## src/rtl/decode_pkg.sv

```systemverilog
// Shared opcode constants, the predecoded queue entry and register-usage helpers
// for the decode/issue queue.
package decode_pkg;

  localparam logic [6:0] OPC_LUI    = 7'b0110111;
  localparam logic [6:0] OPC_AUIPC  = 7'b0010111;
  localparam logic [6:0] OPC_JAL    = 7'b1101111;
  localparam logic [6:0] OPC_JALR   = 7'b1100111;
  localparam logic [6:0] OPC_BRANCH = 7'b1100011;
  localparam logic [6:0] OPC_LOAD   = 7'b0000011;
  localparam logic [6:0] OPC_STORE  = 7'b0100011;
  localparam logic [6:0] OPC_OP_IMM = 7'b0010011;
  localparam logic [6:0] OPC_OP     = 7'b0110011;

  // Register indices are stored already gated: an unused source reads as x0.
  typedef struct packed {
    logic [31:0] instr;
    logic [31:0] addr;
    logic [31:0] imm;
    logic [6:0]  opcode;
    logic [2:0]  funct3;
    logic [4:0]  rd;
    logic [4:0]  rs1;
    logic [4:0]  rs2;
    logic        to_lsb;
    logic        illegal;
  } entry_t;

  function automatic logic is_legal(input logic [6:0] opc);
    case (opc)
      OPC_LUI, OPC_AUIPC, OPC_JAL, OPC_JALR, OPC_BRANCH,
      OPC_LOAD, OPC_STORE, OPC_OP_IMM, OPC_OP: return 1'b1;
      default:                                 return 1'b0;
    endcase
  endfunction

  function automatic logic uses_rs1(input logic [6:0] opc);
    case (opc)
      OPC_JALR, OPC_BRANCH, OPC_LOAD, OPC_STORE, OPC_OP_IMM, OPC_OP: return 1'b1;
      default:                                                       return 1'b0;
    endcase
  endfunction

  function automatic logic uses_rs2(input logic [6:0] opc);
    case (opc)
      OPC_OP, OPC_STORE, OPC_BRANCH: return 1'b1;
      default:                       return 1'b0;
    endcase
  endfunction

  function automatic logic has_rd(input logic [6:0] opc);
    return !(opc == OPC_STORE || opc == OPC_BRANCH);
  endfunction

endpackage

```

## src/rtl/decode_issue_queue_if.sv

```systemverilog
// Fetch-side, register-file and issue-side signals of the decode/issue queue.
// slave = the queue itself, master = its surroundings (fetcher, regfile, RoB/RS/LSB).
interface decode_issue_queue_if #(
  parameter int ROB_W = 4
);
  logic             in_valid;
  logic             in_ready;
  logic [31:0]      in_instr;
  logic [31:0]      in_addr;

  logic [4:0]       reg_id1;
  logic [4:0]       reg_id2;
  logic [31:0]      reg_val1_in;
  logic [31:0]      reg_val2_in;
  logic             dep1_in;
  logic             dep2_in;
  logic [ROB_W-1:0] rob_id1_in;
  logic [ROB_W-1:0] rob_id2_in;
  logic [ROB_W-1:0] rd_rob_id_in;

  logic             issue_ready;
  logic             issue_valid;
  logic             issue_to_lsb;
  logic             issue_illegal;
  logic [31:0]      issue_instr;
  logic [31:0]      issue_addr;
  logic [2:0]       issue_op;
  logic [6:0]       issue_type;
  logic [4:0]       issue_rd;
  logic [31:0]      issue_imm;
  logic [31:0]      issue_val1;
  logic [31:0]      issue_val2;
  logic             issue_dep1;
  logic             issue_dep2;
  logic [ROB_W-1:0] issue_rob1;
  logic [ROB_W-1:0] issue_rob2;
  logic [ROB_W-1:0] issue_rd_rob;

  modport slave (
    input  in_valid, in_instr, in_addr,
    input  reg_val1_in, reg_val2_in, dep1_in, dep2_in,
    input  rob_id1_in, rob_id2_in, rd_rob_id_in, issue_ready,
    output in_ready, reg_id1, reg_id2,
    output issue_valid, issue_to_lsb, issue_illegal, issue_instr, issue_addr,
    output issue_op, issue_type, issue_rd, issue_imm, issue_val1, issue_val2,
    output issue_dep1, issue_dep2, issue_rob1, issue_rob2, issue_rd_rob
  );

  modport master (
    output in_valid, in_instr, in_addr,
    output reg_val1_in, reg_val2_in, dep1_in, dep2_in,
    output rob_id1_in, rob_id2_in, rd_rob_id_in, issue_ready,
    input  in_ready, reg_id1, reg_id2,
    input  issue_valid, issue_to_lsb, issue_illegal, issue_instr, issue_addr,
    input  issue_op, issue_type, issue_rd, issue_imm, issue_val1, issue_val2,
    input  issue_dep1, issue_dep2, issue_rob1, issue_rob2, issue_rd_rob
  );
endinterface

```

## src/rtl/decode_issue_queue_imm_gen.sv

```systemverilog
// Combinational RV32I immediate extraction; unknown opcodes and OP yield zero.
module imm_gen
  import decode_pkg::*;
(
  input  logic [31:0] instr,
  output logic [31:0] imm
);

  always_comb begin
    imm = '0;
    case (instr[6:0])
      OPC_LUI, OPC_AUIPC:
        imm = {instr[31:12], 12'b0};
      OPC_JAL:
        imm = {{11{instr[31]}}, instr[31], instr[19:12], instr[20], instr[30:21], 1'b0};
      OPC_JALR, OPC_LOAD, OPC_OP_IMM:
        imm = {{20{instr[31]}}, instr[31:20]};
      OPC_BRANCH:
        imm = {{19{instr[31]}}, instr[31], instr[7], instr[30:25], instr[11:8], 1'b0};
      OPC_STORE:
        imm = {{20{instr[31]}}, instr[31:25], instr[11:7]};
      default:
        imm = '0;
    endcase
  end

endmodule

```

## src/rtl/decode_issue_queue.sv

```systemverilog
// Buffered decode stage: predecodes fetched instructions into a DEPTH-entry FIFO and
// issues the head with register-file operands looked up combinationally each cycle.
module decode_issue_queue
  import decode_pkg::*;
#(
  parameter int DEPTH = 4,
  parameter int ROB_W = 4
) (
  input  logic                 clk,
  input  logic                 rst,
  input  logic                 rdy,
  input  logic                 flush,
  decode_issue_queue_if.slave  bus
);

  localparam int PTR_W = $clog2(DEPTH);
  localparam logic [PTR_W:0] FULL_CNT = (PTR_W+1)'(DEPTH);

  logic [PTR_W-1:0] head;
  logic [PTR_W-1:0] tail;
  logic [PTR_W:0]   count;
  logic             nonempty;
  logic             enq;
  logic             deq;

  entry_t           ent_p0;
  logic [31:0]      imm_p0;
  entry_t           mem_p1 [DEPTH];
  entry_t           head_p1;

  // Stage p0: predecode the incoming fetch word
  imm_gen u_imm_gen (
    .instr (bus.in_instr),
    .imm   (imm_p0)
  );

  always_comb begin
    ent_p0         = '0;
    ent_p0.instr   = bus.in_instr;
    ent_p0.addr    = bus.in_addr;
    ent_p0.imm     = imm_p0;
    ent_p0.opcode  = bus.in_instr[6:0];
    ent_p0.funct3  = bus.in_instr[14:12];
    ent_p0.rd      = has_rd(bus.in_instr[6:0])   ? bus.in_instr[11:7]  : 5'd0;
    ent_p0.rs1     = uses_rs1(bus.in_instr[6:0]) ? bus.in_instr[19:15] : 5'd0;
    ent_p0.rs2     = uses_rs2(bus.in_instr[6:0]) ? bus.in_instr[24:20] : 5'd0;
    ent_p0.to_lsb  = (bus.in_instr[6:0] == OPC_LOAD) || (bus.in_instr[6:0] == OPC_STORE);
    ent_p0.illegal = !is_legal(bus.in_instr[6:0]);
  end

  // Stage p1: queue storage and pointer control
  assign nonempty        = (count != '0);
  assign bus.in_ready    = (count < FULL_CNT);
  assign bus.issue_valid = nonempty && !flush;
  assign enq             = rdy && bus.in_valid && bus.in_ready && !flush;
  assign deq             = rdy && bus.issue_valid && bus.issue_ready;

  always_ff @(posedge clk) begin
    if (enq) mem_p1[tail] <= ent_p0;
  end

  always_ff @(posedge clk or posedge rst) begin
    if (rst) begin
      head  <= '0;
      tail  <= '0;
      count <= '0;
    end else if (flush) begin
      head  <= '0;
      tail  <= '0;
      count <= '0;
    end else begin
      if (enq) tail <= tail + PTR_W'(1);
      if (deq) head <= head + PTR_W'(1);
      case ({enq, deq})
        2'b10:   count <= count + (PTR_W+1)'(1);
        2'b01:   count <= count - (PTR_W+1)'(1);
        default: count <= count;
      endcase
    end
  end

  // Issue side: an empty queue presents an all-zero entry
  always_comb begin
    head_p1 = '0;
    if (nonempty) head_p1 = mem_p1[head];
  end

  assign bus.reg_id1       = head_p1.rs1;
  assign bus.reg_id2       = head_p1.rs2;
  assign bus.issue_instr   = head_p1.instr;
  assign bus.issue_addr    = head_p1.addr;
  assign bus.issue_imm     = head_p1.imm;
  assign bus.issue_op      = head_p1.funct3;
  assign bus.issue_type    = head_p1.opcode;
  assign bus.issue_rd      = head_p1.rd;
  assign bus.issue_to_lsb  = head_p1.to_lsb;
  assign bus.issue_illegal = head_p1.illegal;
  assign bus.issue_rd_rob  = nonempty ? bus.rd_rob_id_in : '0;

  assign bus.issue_val1 = (head_p1.rs1 != 5'd0) ? bus.reg_val1_in : 32'd0;
  assign bus.issue_dep1 = (head_p1.rs1 != 5'd0) && bus.dep1_in;
  assign bus.issue_rob1 = (head_p1.rs1 != 5'd0) ? bus.rob_id1_in : '0;
  assign bus.issue_val2 = (head_p1.rs2 != 5'd0) ? bus.reg_val2_in : 32'd0;
  assign bus.issue_dep2 = (head_p1.rs2 != 5'd0) && bus.dep2_in;
  assign bus.issue_rob2 = (head_p1.rs2 != 5'd0) ? bus.rob_id2_in : '0;

endmodule

```

## src/flat_wrapper.sv

```systemverilog
// flat-port wrapper written by rule: the top's interface ports become plain ports
module decode_issue_queue_flat import decode_pkg::*;
#(
  parameter int DEPTH = 4,
  parameter int ROB_W = 4
)
  (clk, rst, rdy, flush, bus_in_valid, bus_in_instr, bus_in_addr, bus_reg_val1_in, bus_reg_val2_in, bus_dep1_in, bus_dep2_in, bus_rob_id1_in, bus_rob_id2_in, bus_rd_rob_id_in, bus_issue_ready, bus_in_ready, bus_reg_id1, bus_reg_id2, bus_issue_valid, bus_issue_to_lsb, bus_issue_illegal, bus_issue_instr, bus_issue_addr, bus_issue_op, bus_issue_type, bus_issue_rd, bus_issue_imm, bus_issue_val1, bus_issue_val2, bus_issue_dep1, bus_issue_dep2, bus_issue_rob1, bus_issue_rob2, bus_issue_rd_rob);
  decode_issue_queue_if #(.ROB_W(ROB_W)) bus_i ();
  input  logic clk;
  input  logic rst;
  input  logic rdy;
  input  logic flush;
  input wire logic [$bits(bus_i.in_valid)-1:0] bus_in_valid;
  input wire logic [$bits(bus_i.in_instr)-1:0] bus_in_instr;
  input wire logic [$bits(bus_i.in_addr)-1:0] bus_in_addr;
  input wire logic [$bits(bus_i.reg_val1_in)-1:0] bus_reg_val1_in;
  input wire logic [$bits(bus_i.reg_val2_in)-1:0] bus_reg_val2_in;
  input wire logic [$bits(bus_i.dep1_in)-1:0] bus_dep1_in;
  input wire logic [$bits(bus_i.dep2_in)-1:0] bus_dep2_in;
  input wire logic [$bits(bus_i.rob_id1_in)-1:0] bus_rob_id1_in;
  input wire logic [$bits(bus_i.rob_id2_in)-1:0] bus_rob_id2_in;
  input wire logic [$bits(bus_i.rd_rob_id_in)-1:0] bus_rd_rob_id_in;
  input wire logic [$bits(bus_i.issue_ready)-1:0] bus_issue_ready;
  output wire logic [$bits(bus_i.in_ready)-1:0] bus_in_ready;
  output wire logic [$bits(bus_i.reg_id1)-1:0] bus_reg_id1;
  output wire logic [$bits(bus_i.reg_id2)-1:0] bus_reg_id2;
  output wire logic [$bits(bus_i.issue_valid)-1:0] bus_issue_valid;
  output wire logic [$bits(bus_i.issue_to_lsb)-1:0] bus_issue_to_lsb;
  output wire logic [$bits(bus_i.issue_illegal)-1:0] bus_issue_illegal;
  output wire logic [$bits(bus_i.issue_instr)-1:0] bus_issue_instr;
  output wire logic [$bits(bus_i.issue_addr)-1:0] bus_issue_addr;
  output wire logic [$bits(bus_i.issue_op)-1:0] bus_issue_op;
  output wire logic [$bits(bus_i.issue_type)-1:0] bus_issue_type;
  output wire logic [$bits(bus_i.issue_rd)-1:0] bus_issue_rd;
  output wire logic [$bits(bus_i.issue_imm)-1:0] bus_issue_imm;
  output wire logic [$bits(bus_i.issue_val1)-1:0] bus_issue_val1;
  output wire logic [$bits(bus_i.issue_val2)-1:0] bus_issue_val2;
  output wire logic [$bits(bus_i.issue_dep1)-1:0] bus_issue_dep1;
  output wire logic [$bits(bus_i.issue_dep2)-1:0] bus_issue_dep2;
  output wire logic [$bits(bus_i.issue_rob1)-1:0] bus_issue_rob1;
  output wire logic [$bits(bus_i.issue_rob2)-1:0] bus_issue_rob2;
  output wire logic [$bits(bus_i.issue_rd_rob)-1:0] bus_issue_rd_rob;
  assign bus_i.in_valid = bus_in_valid;
  assign bus_i.in_instr = bus_in_instr;
  assign bus_i.in_addr = bus_in_addr;
  assign bus_i.reg_val1_in = bus_reg_val1_in;
  assign bus_i.reg_val2_in = bus_reg_val2_in;
  assign bus_i.dep1_in = bus_dep1_in;
  assign bus_i.dep2_in = bus_dep2_in;
  assign bus_i.rob_id1_in = bus_rob_id1_in;
  assign bus_i.rob_id2_in = bus_rob_id2_in;
  assign bus_i.rd_rob_id_in = bus_rd_rob_id_in;
  assign bus_i.issue_ready = bus_issue_ready;
  assign bus_in_ready = bus_i.in_ready;
  assign bus_reg_id1 = bus_i.reg_id1;
  assign bus_reg_id2 = bus_i.reg_id2;
  assign bus_issue_valid = bus_i.issue_valid;
  assign bus_issue_to_lsb = bus_i.issue_to_lsb;
  assign bus_issue_illegal = bus_i.issue_illegal;
  assign bus_issue_instr = bus_i.issue_instr;
  assign bus_issue_addr = bus_i.issue_addr;
  assign bus_issue_op = bus_i.issue_op;
  assign bus_issue_type = bus_i.issue_type;
  assign bus_issue_rd = bus_i.issue_rd;
  assign bus_issue_imm = bus_i.issue_imm;
  assign bus_issue_val1 = bus_i.issue_val1;
  assign bus_issue_val2 = bus_i.issue_val2;
  assign bus_issue_dep1 = bus_i.issue_dep1;
  assign bus_issue_dep2 = bus_i.issue_dep2;
  assign bus_issue_rob1 = bus_i.issue_rob1;
  assign bus_issue_rob2 = bus_i.issue_rob2;
  assign bus_issue_rd_rob = bus_i.issue_rd_rob;
  decode_issue_queue #(.DEPTH(DEPTH), .ROB_W(ROB_W)) u_core (.clk(clk), .rst(rst), .rdy(rdy), .flush(flush), .bus(bus_i));
endmodule
```

## config.mk

```make
export PLATFORM = sky130hd
export DESIGN_NAME = decode_issue_queue_flat
export DESIGN_NICKNAME = d
export VERILOG_FILES = /design/src/rtl/decode_pkg.sv /design/src/rtl/decode_issue_queue_if.sv /design/src/rtl/decode_issue_queue_imm_gen.sv /design/src/rtl/decode_issue_queue.sv /design/src/flat_wrapper.sv
export SDC_FILE = /design/constraint.sdc
export NUM_CORES = 1
export LEC_CHECK = 0
export ABC_CLOCK_PERIOD_IN_PS = 4300
export CAP_MARGIN = 10
export CORE_MARGIN = 8
export CORE_UTILIZATION = 31
export CTS_CLUSTER_DIAMETER = 80
export DETAILED_ROUTE_END_ITERATION = 10
export HOLD_SLACK_MARGIN = 0.15
export SKIP_CTS_REPAIR_TIMING = 1
export SKIP_LAST_GASP = 1
export SLEW_MARGIN = 25
export SYNTH_ARGS = -nofsm -noshare
export SYNTH_HDL_FRONTEND = slang
export SYNTH_SLANG_ARGS = --single-unit
```

## constraint.sdc

```tcl
create_clock -name clk -period 4.3 [get_ports clk]
set_clock_uncertainty 0.1 [all_clocks]
set_input_delay 1.29 -clock clk [delete_from_list [all_inputs] [get_ports clk]]
set_output_delay 1.29 -clock clk [all_outputs]
set_load 0.02 [all_outputs]
```

* Word level (Yosys, flattened, before mapping) *
Memories as Yosys holds them, arrays and structs flattened.
Index checks and enable logic that the tools add are counted.
Widths: inputs -> output; s select.

word-level totals
  memories = 1
  register bits = 7
  RAM bits = 492
  input port bits = 148
  logic and storage cells = 64
  output and inout port bits = 203

memory list
  name           depth  width  read ports  clocked after memory_dff  wr ports  RTL line                  text
  u_core.mem_p1  4      123    1           0                         1         decode_issue_queue.sv:28  entry_t mem_p1 [DEPTH];

operators by class
  reductions and logical operators = 23
  order comparisons = 1
  add/sub/neg operators = 4
  multiplexer cells = 21
  equality and inequality tests = 11

operators with widths
  cell                 count
  $pmux 32 s5          1
  $mux 123             1
  $mux 32              2
  $eq 7x6->1 const B   3
  $eq 7x7->1 const B   3
  $mux 5               3
  $eq 7x5->1 const B   2
  $mux 4               3
  $reduce_bool 5->1    2
  $reduce_or 9->1      1
  $logic_and 1x1->1    8
  $mux 2               4
  $eq 7x2->1 const B   1
  $pmux 3 s2           1
  $reduce_bool 3->1    2
  $reduce_or 3->1      2
  $reduce_or 6->1      1
  $mux 1               5
  $add 2x1->2 const B  2
  $reduce_bool 2->1    2
  $add 3x1->3 const B  1
  $lt 3x3->1 const B   1
  $mux 3               1
  $sub 3x1->3 const B  1
  5 further kinds      7

* Logic depth before layout (Yosys ltp) *
Gate-level depths: netlist of run 1.

  depth in word-level cells = 7
  mapped depth = 7
  gate-level depth less buffers = 7

* Cells and area by module *
A second synthesis of run 1 with hierarchy kept.

unflattened totals
  cells, all modules = 979
  area total of the unflattened synthesis = 18878.1 um2

by module, submodules not included
  module              times used  cells each  area each (um2)  seq. area each (um2)
  decode_issue_queue  1           903         18400.1          13748.2
  imm_gen             1           76          478.0            0.0

* Worst setup path before layout of run 1 *
No wires, ideal clock.

  path type = input -> register
  from = in bus_in_valid
  to = mem u_core.mem_p1[0][0] (netlist name), enable pin
  setup time = 0.485 ns
  slack = -0.616 ns
  stages = 3
  data required time = 3.715 ns
  buffers on the path = 0
  arrival = 4.331 ns
  path through = nand3b_1 -> nor2_1 -> and2_1

on the way
  cells in the longest elaborated chain, start to end = 5

ends and longest elaborated chain
  item                            RTL line                  text
  start: declaration              flat_wrapper.sv:13        input wire logic [$bits(bus_i.in_valid)-1:0] bus_in_valid;
  $logic_and 1x1->1 (3 in a row)  decode_issue_queue.sv:55  assign enq = rdy && bus.in_valid && bus.in_ready && !flush;
  $mux 1                          decode_issue_queue.sv:59  if (enq) mem_p1[tail] <= ent_p0;
  $mux 1 (not written as such)    decode_issue_queue.sv:59
  end: declaration                decode_issue_queue.sv:28

Every way passes these cells.

* Final worst setup path of run 1 *
  from = reg u_core.head[0]
  to = out bus_issue_dep1

on the way
  cells in the longest elaborated chain, start to end = 4

ends and longest elaborated chain
  item                      RTL line                   text
  start: declaration        decode_issue_queue.sv:19   logic [PTR_W-1:0] head;
  start signal: assignment  decode_issue_queue.sv:73   if (deq) head <= head + PTR_W'(1);
  $mem_v2 4x123             -
  $mux 123                  decode_issue_queue.sv:85   if (nonempty) head_p1 = mem_p1[head];
  $reduce_bool 5->1         decode_issue_queue.sv:101  assign bus.issue_dep1 = (head_p1.rs1 != 5'd0) && bus.dep1_in;
  $logic_and 1x1->1         decode_issue_queue.sv:101
  end: declaration          flat_wrapper.sv:38         output wire logic [$bits(bus_i.issue_dep1)-1:0] bus_issue_dep1;

Every way passes these cells.

==> results of run 1 <==
## state kept, by name (all words and copies together) (netlist names)
register,count
u_core.mem_p1,452
u_core.count,3
u_core.head,2
u_core.tail,2
## layout make-up
class	count	share of cell area
Multi-Input combinational cell	421	0.183
Clock buffer	59	0.0508
Inverter	6	0.000890
Timing Repair Buffer	404	0.170
Clock inverter	33	0.0122
Tap cell	782	0.0387
Sequential cell	459	0.544
Antenna cell	6	0.000594
## layout by cell type, fill, tap and decap left out, drive strengths merged, types with 6 or more instances in the layout
cell type	n
buf	56
clkbuf	61
clkinv	22
a21o	20
nand2	7
clkdlybuf4s50	287
nor3	6
mux4	113
diode	6
edfxtp	452
and3	76
dfrtp	7
inv	11
dlymetal6s2s	59
and2	139
nor2	13
nor2b	7
## metal layers
metal  wire (um)  vias to the layer above  track usage
met5           0                        -            0
met4        1170                        0       0.0408
met3        3560                       72       0.0334
met2       25100                      385        0.239
met1       21400                     5362        0.174
li1            -                     4600            -
## cell families after synthesis
| group | after synthesis |
|---|---|
| adder cells (fa/ha/maj) | 5 |
| flip-flops | 459 |
| XOR/XNOR | 5 |
| AND/OR/NAND/NOR | 254 |
| buffers and inverters | 75 |
| multiplexers | 116 |
| AO/OA/AOI/OAI | 38 |
## critical path: stages, from the launching register on
cell             delay, ps
dfrtp_4                480
buf_4                  150
buf_4                  130
mux4_2                 460
nor3_4                 230
nand2_8                190
and3_1                 250
clkdlybuf4s50_1        540
## how the worst max path moves through the flow
stage                     depth (start not counted)           start             endpoint
after global placement                            5  u_core.head[0]   bus_issue_val2[16]
after CTS                                         5  u_core.head[0]   bus_issue_val2[16]
after floorplan                                   3    bus_in_valid  u_core.mem_p1[0][0]
final                                             7  u_core.head[0]       bus_issue_dep1
after global routing                              6  u_core.head[0]       bus_issue_dep1
after detailed placement                          5  u_core.head[0]   bus_issue_val2[16]
## power breakdown
group          internal [mW]  switching (mW)
sequential              4.98          0.0239
combinational           1.09            1.25
clock                   2.40            1.75
## stage by stage
stage,cell area (um^2),setup TNS (ps),std cells
after floorplan,18700,0,952
after CTS,24900,-47520,2147
after detailed placement,23300,0,2055
after global placement,23300,0,2055
after global routing,25300,-12870,2164
final,25300,-5580,2170
==> flow_summary.toml, run 1 <==
[logic_synthesis]
synth_top_family_by_area = "multiplexers"
synth-main-ff-cell = "edfxtp_1"
yosysMostFrequentCell = "edfxtp_1"
synthAdderAreaFrac = 0.00374
synth_top_area_frac = 0.725
synth_edf_count = 452
synth_nets = 1105
synth_cell_type_count = 43
synth_common_cells = "edfxtp_1, and2_1, mux4_2, and3_1, clkbuf_1"
synth_area_um2 = 18700
syn_avg_cell_area_um2 = 19.7
synthCells = 952
yosys.area.top_type = "edfxtp_1"
synth_compound_area_frac = 0.0150
postSynth.asyncResetShare = 0.0153
synth_warnings = 0
synth-xor-area-share = 0.00234
synth-simple-area-share = 0.0842
synth_mux_area_frac = 0.138
synthTopCellsByArea = "edfxtp_1, mux4_2, and2_1, and3_1, dfrtp_1"
synth-seq-cells = 459
seq_area_frac_synth = 0.734

[power]
powerDensity_nw_per_um2 = 454
power_mw = 11.5
vdd_drop_max_v = 0.000279
total_leakage_power_nw = 9.49

[timing]
setup_ws_ps = -137
fmax_mhz = 225
finalSetupViolCount = 53
worst_pin_slew_ps = 753
rsz0062_at_grt = "true"
finalCritPeriodShare = 1.03
final-max-slew-violation-count = 0
hold_viol_final = 0
fin_crit_ps = 4440
relSlewSlack = 0.497
holdWs_ps = 500

[min_path]
hold_path_depth = 2
hold_start = "u_core.tail[1]"
whs_endpoint = "u_core.tail[1]"
min_path_type = "reg -> reg"

[clock_network]
cts.sinks = 459
cts_buffer_depth = 3
clock-root-buffer = "clkbuf_16"
cts_max_level = 2
tritoncts = "built"
cts-buffers-inserted = 50
cts.clk_slew.worst_paths_ps = 60
clock_latency_ps = 590

[setup_path]
reg2reg_slack_ps = 1890
arrival_ps = 3050
r2r-start = "u_core.count[1]"
critPathLaunchType = "flop"
cp_max_fo = 37
end_kind = "output port"
rr_worst_depth = 7
path_class = "reg -> out"
crit_required_ps = 2910
r2r_end = "u_core.count[2]"

[outcome]
outcome = "finished, violations left"
violations = "antenna violations, negative setup slack"

[floorplan]
rows = 90
start_util = 0.312
core-area_um2 = 60000
num_io_pins = 351
die_h_um = 262
fp.dieW_um = 262
dieArea_um2 = 68500

[place]
hpwlAfterDp_mm = 32.1
place_ws_ps = 170
io_buffers = 350
place.gp.congestion = 0.740

[finish]
multi_input_area_um2 = 4620
final_net_count = 1495
drive_above_1_share = 0.189
register_area_um2 = 13800
nFillCells = 5303
area_delta_synth_final_pct = 35.1
fin_util = 0.421

[routing]
wl_per_cell_um = 23.6
vias = 10400
drt_iter0_drc = 629
drt_pass1_iterations = 4
ant_nets = 1
wl_mm = 51.3
remaining_drc_errors = 0
vias_per_cell = 4.80

[grt]
grt_pass1_wl_mm = 70.9
grt_pass1_vias = 10800
track_usage = 0.139
antenna_found_initial = 2
grt_overflow = 0
grt_max_degree = 57

[job]
max_cap_violations = 0
Power figures use the tool's default switching activity.
==> run 2, diff against run 1 <==
--- a/config.mk
+++ b/config.mk
@@ -7,14 +7,16 @@
 export LEC_CHECK = 0
 export ABC_CLOCK_PERIOD_IN_PS = 4300
 export CAP_MARGIN = 10
-export CORE_MARGIN = 8
-export CORE_UTILIZATION = 31
+export CORE_MARGIN = 2
+export CORE_UTILIZATION = 40
 export CTS_CLUSTER_DIAMETER = 80
 export DETAILED_ROUTE_END_ITERATION = 10
 export HOLD_SLACK_MARGIN = 0.15
+export PLACE_DENSITY = 0.66
 export SKIP_CTS_REPAIR_TIMING = 1
 export SKIP_LAST_GASP = 1
 export SLEW_MARGIN = 25
 export SYNTH_ARGS = -nofsm -noshare
 export SYNTH_HDL_FRONTEND = slang
 export SYNTH_SLANG_ARGS = --single-unit
+export TNS_END_PERCENT = 5
==> flow_summary.toml, run 2 (synthesis gave the netlist of run 1 again) <==
[place]
dp_cells = 1877
place.gp.congestion = 0.717
hpwlAfterDp_mm = 28.3
io_buffers = 350
place_ws_ps = 243

[setup_path]
crit_required_ps = 2910
path_class = "reg -> out"
cp_top_family = "buffers and inverters"
max_stage_delay_ps = 540
critPathLaunchType = "flop"
slowest_stage = "clkdlybuf4s50_1"
path_cells = "buf_12 -> mux4_2 -> nor3_4 -> buf_4 -> nand2_4 -> and3_1 -> clkdlybuf4s50_1"
cp_max_fo = 18
crit_buf_inv = 3
end_kind = "output port"
arrival_ps = 3110

[floorplan]
num_io_pins = 351
die_h_um = 220
dieArea_um2 = 48500
rows = 79
core-area_um2 = 46400
fp.dieW_um = 220
start_util = 0.404

[finish]
final_net_count = 1484
layout_common_cells = "edfxtp_1, clkdlybuf4s50_1, and2_1"
fin_cells = 1976
fin_util = 0.534
area_delta_synth_final_pct = 32.3
largest_reg_flops = 452
drive_above_1_share = 0.181
reg_top3 = "u_core.mem_p1: 452 flops, u_core.count: 3 flops"
final_common_cell = "edfxtp_1"
top_register = "u_core.mem_p1"
n_antenna_cell = 0

[job]
max_cap_violations = 0

[timing]
hold_viol_final = 0
holdWs_ps = 500
fmax_mhz = 222
finalSetupViolCount = 94
setup_ws_ps = -195
relSlewSlack = 0.532
fin_crit_ps = 4500
final-max-slew-violation-count = 0
worst_pin_slew_ps = 698
rsz0062_at_grt = "true"
finalCritPeriodShare = 1.05

[power]
vdd_drop_max_v = 0.000273
power_mw = 11.4
powerDensity_nw_per_um2 = 459
total_leakage_power_nw = 8.56

[routing]
wl_mm = 45.4
ant_nets = 0
vias_per_cell = 5.20
remaining_drc_errors = 0
wl_per_cell_um = 23.0
vias = 10300
drt_pass1_iterations = 5
drt_iter0_drc = 620

[grt]
antenna_found_initial = 2
grtUsageMet2 = 0.303
busiest_layer = "met2"
track_usage = 0.180
met1_usage = 0.237
grt_pass1_wl_mm = 64.6
grt_max_degree = 88
grt_overflow = 0
grt_use_met3 = 0.0419
grt_pass1_vias = 10400

[clock_network]
cts_max_level = 2
cts-buffers-inserted = 48
cts.sinks = 459
cts.clk_slew.worst_paths_ps = 50
tritoncts = "built"
cts_buffer_depth = 3
clock_latency_ps = 570
clock-root-buffer = "clkbuf_16"

[outcome]
outcome = "finished, violations left"
violations = "negative setup slack"

[min_path]
min_path_type = "reg -> reg"
-- run 2: layout make-up --
type                       instances  area (um^2)
clock buffer                      55         1250
clock inverter                    33          312
fill                            3736        21600
inverter                           6         22.5
multi-input combinational        419         4600
sequential                       459        13800
tap                              607          759
timing repair buffer             397         4050
-- run 2: worst min-delay path, stage by stage (launching register included) --
cell     delay [ps]
dfrtp_1         390
mux2i_1          90
nor2_1           70
-- run 2: final timing paths --
kind | to | from | slack (ps) | cells past startpoint
worst min register to register | u_core.tail[1] | u_core.tail[1] | 500 | 2
worst max-delay path | bus_issue_dep1 | u_core.head[0] | -200 | 7
min in group asynchronous | u_core.count[2] | rst | 860 | 2
worst max register to register | u_core.count[2] | u_core.count[1] | 2000 | 7
max in group asynchronous | u_core.head[0] | rst | 2980 | 2
worst min-delay path | u_core.tail[1] | u_core.tail[1] | 500 | 2
-- run 2: stage by stage --
stage | area (um^2) | setup TNS, ps
5_1_grt | 24800 | -22180
2_1_floorplan | 18700 | -208760
6_report | 24800 | -5920
3_3_place_gp | 23000 | 0
4_1_cts | 24600 | -30720
3_5_place_dp | 23000 | 0
-- run 2: routing by layer --
layer / wire, um / part of all wire
met5: 0 / 0
met4: 713 / 0.016
met3: 3450 / 0.076
met2: 22600 / 0.50
met1: 18700 / 0.41
-- run 2: power breakdown --
group / internal, mW / switching, mW
Combinational: 1.08 / 1.19
Sequential: 4.98 / 0.0207
Clock: 2.39 / 1.69
==> run 3, diff against run 2 <==
--- a/config.mk
+++ b/config.mk
@@ -7,7 +7,6 @@
 export LEC_CHECK = 0
 export ABC_CLOCK_PERIOD_IN_PS = 4300
 export CAP_MARGIN = 10
-export CORE_MARGIN = 2
 export CORE_UTILIZATION = 40
 export CTS_CLUSTER_DIAMETER = 80
 export DETAILED_ROUTE_END_ITERATION = 10
==> flow_summary.toml, run 3 (synthesis gave the netlist of run 1 again) <==
[place]
dp_cells = 1868
io_buffers = 350
hpwlAfterDp_mm = 28.2
place.gp.congestion = 0.719

[setup_path]
arrival_ps = 3110
crit_required_ps = 2910
reg2reg_slack_ps = 2020
r2r-start = "u_core.count[1]"
rr_worst_depth = 7
path_class = "reg -> out"
end_kind = "output port"
r2r_end = "u_core.count[2]"
critPathLaunchType = "flop"
cp_max_fo = 19

[outcome]
violations = "negative setup slack"
outcome = "finished, violations left"

[power]
total_leakage_power_nw = 8.43
pwr-share-clk = 0.344
pwr-share-comb = 0.206
power_mw = 11.1
power_frac_seq = 0.451
internal_power_mw = 8.25
vdd_drop_max_v = 0.000307
powerDensity_nw_per_um2 = 449
switching_share = 0.256
netSwitchingPower_mw = 2.83

[clock_network]
cts_buffer_depth = 3
cts_max_level = 2
clock_latency_ps = 570
cts.sinks = 459
cts-buffers-inserted = 48
tritoncts = "built"
cts.clk_slew.worst_paths_ps = 60
clock-root-buffer = "clkbuf_16"

[timing]
rsz0062_at_grt = "true"
final-max-slew-violation-count = 0
fmax_mhz = 222
fin_crit_ps = 4500
worst_pin_slew_ps = 621
finalCritPeriodShare = 1.05
hold_viol_final = 0
finalSetupViolCount = 100
setup_ws_ps = -203
relSlewSlack = 0.586

[finish]
final_net_count = 1485
register_area_um2 = 13800
final_common_cell = "edfxtp_1"
multi_input_area_um2 = 4610
top_register = "u_core.mem_p1"
layout_common_cells = "edfxtp_1, clkdlybuf4s50_1, and2_1"
drive_above_1_share = 0.175
largest_reg_flops = 452
nFillCells = 3615
reg_top3 = "u_core.mem_p1: 452 flops, u_core.count: 3 flops"
n_antenna_cell = 0
area_delta_synth_final_pct = 31.9
fin_cells = 1967

[job]
max_cap_violations = 0

[routing]
vias_per_cell = 5.17
ant_nets = 0
vias = 10200
wl_mm = 45.4
remaining_drc_errors = 0
drt_iter0_drc = 559
wl_per_cell_um = 23.1
drt_pass1_iterations = 4

[floorplan]
num_io_pins = 351
start_util = 0.409
die_h_um = 218
core-area_um2 = 45800
dieArea_um2 = 47700
fp.dieW_um = 218
rows = 78

[min_path]
hold_start = "u_core.tail[1]"
hold_path_depth = 2
whs_endpoint = "u_core.tail[1]"
min_path_type = "reg -> reg"

[grt]
antenna_found_initial = 0
grt_overflow = 0
track_usage = 0.184
grt_pass1_vias = 10500
grt_max_degree = 65
grt_pass1_wl_mm = 64.7
==> run 3: cell types whose count changed in the layout (fill, tap and decap cells not counted), sizes merged <==
cell           before  now
buf                50   47
clkinv             25   17
bufinv              5    1
clkdlybuf4s50     340  347
clkbuf             55   66
dlymetal6s2s        7    1
nand2               7    8
==> run 3: worst max path at each step <==
stage                              startpoint             endpoint  slack, ps  cells past startpoint
after floorplan                  bus_in_valid  u_core.mem_p1[1][0]       -620                      3
after CTS                      u_core.head[0]    bus_issue_imm[25]       -350                      4
final                          u_core.head[0]    bus_issue_rob2[1]       -200                      7
after detailed placement  bus_reg_val1_in[16]   bus_issue_val1[16]        230                      3
after global placement    bus_reg_val1_in[16]   bus_issue_val1[16]        230                      3
after global routing           u_core.head[0]   bus_issue_val2[24]       -320                      7
==> run 3: metrics by stage <==
stage | hold slack [ps] | TNS, ps | area, um^2 | util | setup WS (ps)
CTS | 513 | -32380 | 24500 | 0.535 | -349
finish | 514 | -12300 | 24700 | 0.540 | -203
floorplan | 442 | -208760 | 18700 | - | -616
global route | 553 | -27690 | 24700 | 0.540 | -316
global placement | 479 | 0 | 23100 | 0.504 | 231
detailed placement | 500 | 0 | 23100 | 0.504 | 234
==> run 3: area by class of cell <==
| type | instances | share of cell area |
|---|---|---|
| tap | 600 | 0.0304 |
| clock buffer | 64 | 0.0527 |
| sequential | 459 | 0.557 |
| clock inverter | 21 | 0.00522 |
| multi-input combinational | 420 | 0.187 |
| inverter | 6 | 0.000912 |
| timing repair buffer | 397 | 0.167 |
==> run 3: per-layer routing <==
metal	GRT usage	share of wire
met1	0.244	0.42
met2	0.306	0.49
met3	0.0358	0.063
met4	0.0564	0.018
met5	0	0
==> run 3: power by group through the flow <==
stage	sequential (mW)	clock (mW)	combinational (mW)
3_5_place_dp	5.09	0	2.28
2_1_floorplan	5.09	0	1.13
3_3_place_gp	5.09	0	2.27
6_report	5.00	3.81	2.28
4_1_cts	5.00	3.90	2.29
5_1_grt	5.00	4.06	2.41
==> run 3: worst max-delay path, stage by stage (launching register included) <==
cell and delay, ps:
dfrtp_4 490, clkbuf_8 180, buf_4 140, mux4_2 470
nor2_4 230, nand2_4 200, and3_1 250, clkdlybuf4s50_1 560
